### src/rtl/bram_writer_in.sv
// Ping-pong BRAM frame writer: streams one frame into the current bank, then hands it to the reader.
// Optional macro ZERO_BORDER_EN forces the first border_cols columns of every row to zero.
module bram_writer_in #(
   parameter int width       = 120,
   parameter int height      = 240,
   parameter int frame_size  = width * height,
   parameter int addr_bits   = $clog2(frame_size),
   parameter int data_width  = 21,
   parameter int border_cols = 16
) (
   input  logic                  clk,
   input  logic                  reset,
   input  logic [data_width-1:0] in_data,
   input  logic                  in_valid,
   output logic                  in_ready,
   output logic                  wr_bram_index,
   output logic [addr_bits-1:0]  wr_address,
   output logic [data_width-1:0] wr_data,
   output logic                  wr_en,
   output logic                  rd_start,
   output logic                  rd_bram_index,
   input  logic                  rd_idle,
   output logic [15:0]           frame_count
);

   localparam int col_bits = (width > 1) ? $clog2(width) : 1;
   localparam logic [addr_bits-1:0] pix_last = addr_bits'(frame_size - 1);
   localparam logic [col_bits-1:0]  col_last = col_bits'(width - 1);
`ifdef ZERO_BORDER_EN
   localparam bit zero_border_on = 1'b1;
`else
   localparam bit zero_border_on = 1'b0;
`endif

   typedef enum logic {
      ST_RUNNING = 1'b0,
      ST_HANDOFF = 1'b1
   } state_t;

   state_t                state_q, state_d;
   logic [addr_bits-1:0]  pix_q, pix_d;
   logic [col_bits-1:0]   col_q, col_d;
   logic                  wr_bram_index_q, wr_bram_index_d;
   logic                  wr_en_q, wr_en_d;
   logic [addr_bits-1:0]  wr_address_q, wr_address_d;
   logic [data_width-1:0] wr_data_q, wr_data_d;
   logic                  rd_start_q, rd_start_d;
   logic                  rd_bram_index_q, rd_bram_index_d;
   logic [15:0]           frame_count_q, frame_count_d;
   logic                  xfer;
   logic                  zero_px;

   assign in_ready = (state_q == ST_RUNNING);
   assign xfer     = in_valid && in_ready;
   assign zero_px  = zero_border_on && (int'(col_q) < border_cols);

   always_comb begin
      state_d         = state_q;
      pix_d           = pix_q;
      col_d           = col_q;
      wr_bram_index_d = wr_bram_index_q;
      wr_en_d         = 1'b0;
      wr_address_d    = wr_address_q;
      wr_data_d       = wr_data_q;
      rd_start_d      = 1'b0;
      rd_bram_index_d = rd_bram_index_q;
      frame_count_d   = frame_count_q;

      case (state_q)
         ST_RUNNING: begin
            if (xfer) begin
               wr_en_d      = 1'b1;
               wr_address_d = pix_q;
               wr_data_d    = zero_px ? '0 : in_data;
               if (pix_q == pix_last) begin
                  pix_d   = '0;
                  col_d   = '0;
                  state_d = ST_HANDOFF;
               end else begin
                  pix_d = pix_q + 1'b1;
                  col_d = (col_q == col_last) ? '0 : col_q + 1'b1;
               end
            end
         end
         ST_HANDOFF: begin
            // The final write is issued in this state's first cycle, so any
            // hand-off is at least one cycle after the last transfer.
            if (rd_idle) begin
               rd_start_d      = 1'b1;
               rd_bram_index_d = wr_bram_index_q;
               wr_bram_index_d = ~wr_bram_index_q;
               frame_count_d   = frame_count_q + 16'd1;
               state_d         = ST_RUNNING;
            end
         end
      endcase
   end

   always_ff @(posedge clk) begin
      if (reset) begin
         state_q         <= ST_RUNNING;
         pix_q           <= '0;
         col_q           <= '0;
         wr_bram_index_q <= 1'b0;
         wr_en_q         <= 1'b0;
         wr_address_q    <= '0;
         wr_data_q       <= '0;
         rd_start_q      <= 1'b0;
         rd_bram_index_q <= 1'b0;
         frame_count_q   <= '0;
      end else begin
         state_q         <= state_d;
         pix_q           <= pix_d;
         col_q           <= col_d;
         wr_bram_index_q <= wr_bram_index_d;
         wr_en_q         <= wr_en_d;
         wr_address_q    <= wr_address_d;
         wr_data_q       <= wr_data_d;
         rd_start_q      <= rd_start_d;
         rd_bram_index_q <= rd_bram_index_d;
         frame_count_q   <= frame_count_d;
      end
   end

   assign wr_bram_index = wr_bram_index_q;
   assign wr_en         = wr_en_q;
   assign wr_address    = wr_address_q;
   assign wr_data       = wr_data_q;
   assign rd_start      = rd_start_q;
   assign rd_bram_index = rd_bram_index_q;
   assign frame_count   = frame_count_q;

endmodule

### config.mk
export PLATFORM = sky130hd
export DESIGN_NAME = bram_writer_in
export DESIGN_NICKNAME = d
export VERILOG_FILES = /design/src/rtl/bram_writer_in.sv
export SDC_FILE = /design/constraint.sdc
export NUM_CORES = 1
export LEC_CHECK = 0
export CORE_UTILIZATION = 40
export DETAILED_ROUTE_END_ITERATION = 6
export PLACE_DENSITY = 0.65
export SLEW_MARGIN = 10
export SYNTH_ARGS = -nofsm -noshare
export SYNTH_HDL_FRONTEND = slang
export SYNTH_SLANG_ARGS = --single-unit
### constraint.sdc
create_clock -name clk -period 4.1 [get_ports clk]
set_input_delay 0.82 -clock clk [delete_from_list [all_inputs] [get_ports clk]]
set_output_delay 0.82 -clock clk [all_outputs]
set_load 0.1 [all_outputs]
==> reports/summary.txt <==
status -> finished clean
PwrDens -> 389.7 nW/um^2
Post-Route Setup TNS -> 0 ns
most frequent cells in the layout -> 84 x nand2_1, 80 x clkdlybuf4s50_1, 72 x dfxtp_1
most common library cell in the layout ignoring fill and taps -> nand2_1
Final ANT Viol Nets -> 0
starting density of the core -> 41.62%
CTS Buf Count -> 9
async set-reset flop share out of synthesis -> 0%
CP max FO -> 12
WL per Instance -> 12.15 um
Root Driver -> clkbuf_8
die height -> 86.08 um
CTS tree -> yes
number of flops mapped to enable cells by yosys -> 0
CORE AREA -> 6794 sq um
Synth cell types -> 34
total congestion overflow -> 0
initial antenna violation count -> 0
Final Hold Fails -> 0
RePlAce Congestion -> 0.8006
Worst Path Class, Setup -> register to primary output
number of H-tree levels -> 3
minimum clock period -> 2.866 ns
CTS resizes -> 0
synth top area cells -> dfxtp_1 51%, nand2_1 11%, a21oi_1 8.0%
largest net degree at the start of global routing -> 44
Initial DRT Pass Iterations -> 4
Place WS -> 1.503 ns
num rows -> 30
Synth top area share -> 50.97%
FMAX -> 348.9 MHz
setup violators final -> 0
layout cells sized above 1 -> 5.981%
Top Ports -> 82
Slew Limit Fails -> 0
Ant. Diodes -> 0
Layout Skew -> 0.01110 ns
cell count after synthesis -> 339
number of global-route vias before repair -> 2280
1st-iter DRT viols -> 100
Static Leak -> 1.360 nW
CP arrival -> 2.05 ns
RSZ-0062 raised after global routing -> false
Syn Std Cell Area -> 2828 sq um
GRT Util Overall -> 17.63%
clock slew at the register clock pins of the worst setup and hold paths -> 0.07 ns
slew margin rel. -> 32.60%
routed wire length -> 6246 um
post-route clock period utilization -> 69.90%
DP Wirelength -> 4263 um
crit path launch type -> register
Seq cells post-synth -> 72
Post-synth top flop -> dfxtp_1
nets@finish -> 440
Required @ worst endpoint -> 3.28 ns
vias per inst -> 4.872
die width -> 86.08 um
clock buffer depth -> 2
YS warnings -> 0
post-CTS setup buffers -> 0
global-route wire length before repair -> 10310 um
clock tree sinks -> 72
die area -> 7410 sq um
Yosys top cell by area -> dfxtp_1
Slew @ Worst Pin -> 1.008 ns
Max VDD drop -> 251.0 uV
sequential fraction of the synthesis area -> 50.97%
Vias -> 2504
P&R area growth vs syn -> 38.10%
IO buf count -> 81
Skew-Pair Late Insertion Delay -> 0.35 ns
DRC violations left -> 0
CP Capture Type -> primary output
max_cap viols -> 0
final worst setup slack -> 1.234 ns
Mean Syn Cell Area -> 8.341 sq um
Mapped Nets -> 366
worst hold path class -> register to register
hold_buf cts -> 0
## layer usage
metal / wire length (um) / global-route usage (%)
met5: 0 / 0
met4: 91 / 8.333
met3: 321 / 4.620
met2: 2711 / 27.27
met1: 3122 / 22.92
## final timing paths
kind	startpoint	to	slack (ns)	cells after the start
min	wr_address[8]	wr_address[8]	0.45	2
min reg2reg	wr_address[8]	wr_address[8]	0.45	2
max reg2reg	state_q	wr_data[0]	2.23	5
max	state_q	in_ready	1.23	2
## cell usage after synthesis, types with 2 or more instances
library cell  instances
nor2_1               28
nand2_1              84
inv_1                 4
nor3_1                6
o31ai_1               3
a21oi_1              45
clkbuf_1             10
or3_1                 2
and3_1                2
nand3_1              10
ha_1                  2
buf_2                 6
buf_1                 3
nor4_1                4
o21ai_0               3
xnor2_1               9
dfxtp_1              72
nand4_1               8
and4_1                4
or4_1                 3
nand3b_1              3
nand4b_1              2
xor2_1               15
## layout make-up
| type | count | area (sq um) |
|---|---|---|
| fill | 640 | 2889 |
| sequential | 72 | 1441 |
| clock inverter | 5 | 80.08 |
| tap | 96 | 120.1 |
| inverter | 4 | 15.01 |
| clock buffer | 11 | 141.4 |
| multi-input combinational | 242 | 1279 |
| timing repair buffer | 84 | 828.3 |
## stage by stage
step | area (sq um) | total power, W | std cells | util [%] | hold slack, ns
global placement | 3684 | 0.0009194 | 498 | 54.22 | 0.4406
floorplan | 2828 | 0.0008633 | 339 | - | 0.4574
CTS | 3905 | 0.001539 | 514 | 57.48 | 0.4567
detailed placement | 3684 | 0.0009203 | 498 | 54.22 | 0.4463
finish | 3905 | 0.001522 | 514 | 57.48 | 0.4543
global route | 3905 | 0.001582 | 514 | 57.48 | 0.4773
## logic make-up after synthesis
| family | count (synthesis) | share of synthesized area (%) |
|---|---|---|
| simple gates | 163 | 26.86 |
| flops | 72 | 50.97 |
| compound gates | 53 | 9.956 |
| buf+inv | 25 | 3.894 |
| xor+xnor | 24 | 7.434 |
| fa+ha+maj | 2 | 0.8848 |
## flip-flops by register name, summed over array words and instances, names as in the netlist
| name | count |
|---|---|
| frame_count | 16 |
| pix_q | 15 |
| rd_bram_index | 1 |
| rd_start | 1 |
| state_q | 1 |
| wr_address | 15 |
| wr_bram_index | 1 |
| wr_data | 21 |
| wr_en | 1 |
## worst max-delay path: stages (launching register included)
cell             delay [ns]
dfxtp_1                0.43
inv_1                  0.12
clkdlybuf4s50_1        1.16
## power by group
part	switching [W]	internal, W
Sequential	0.00000808	0.000713
Clock	0.000260	0.000358
Combinational	0.000131	0.0000512
No activity file was read; power rests on OpenSTA's default activity.
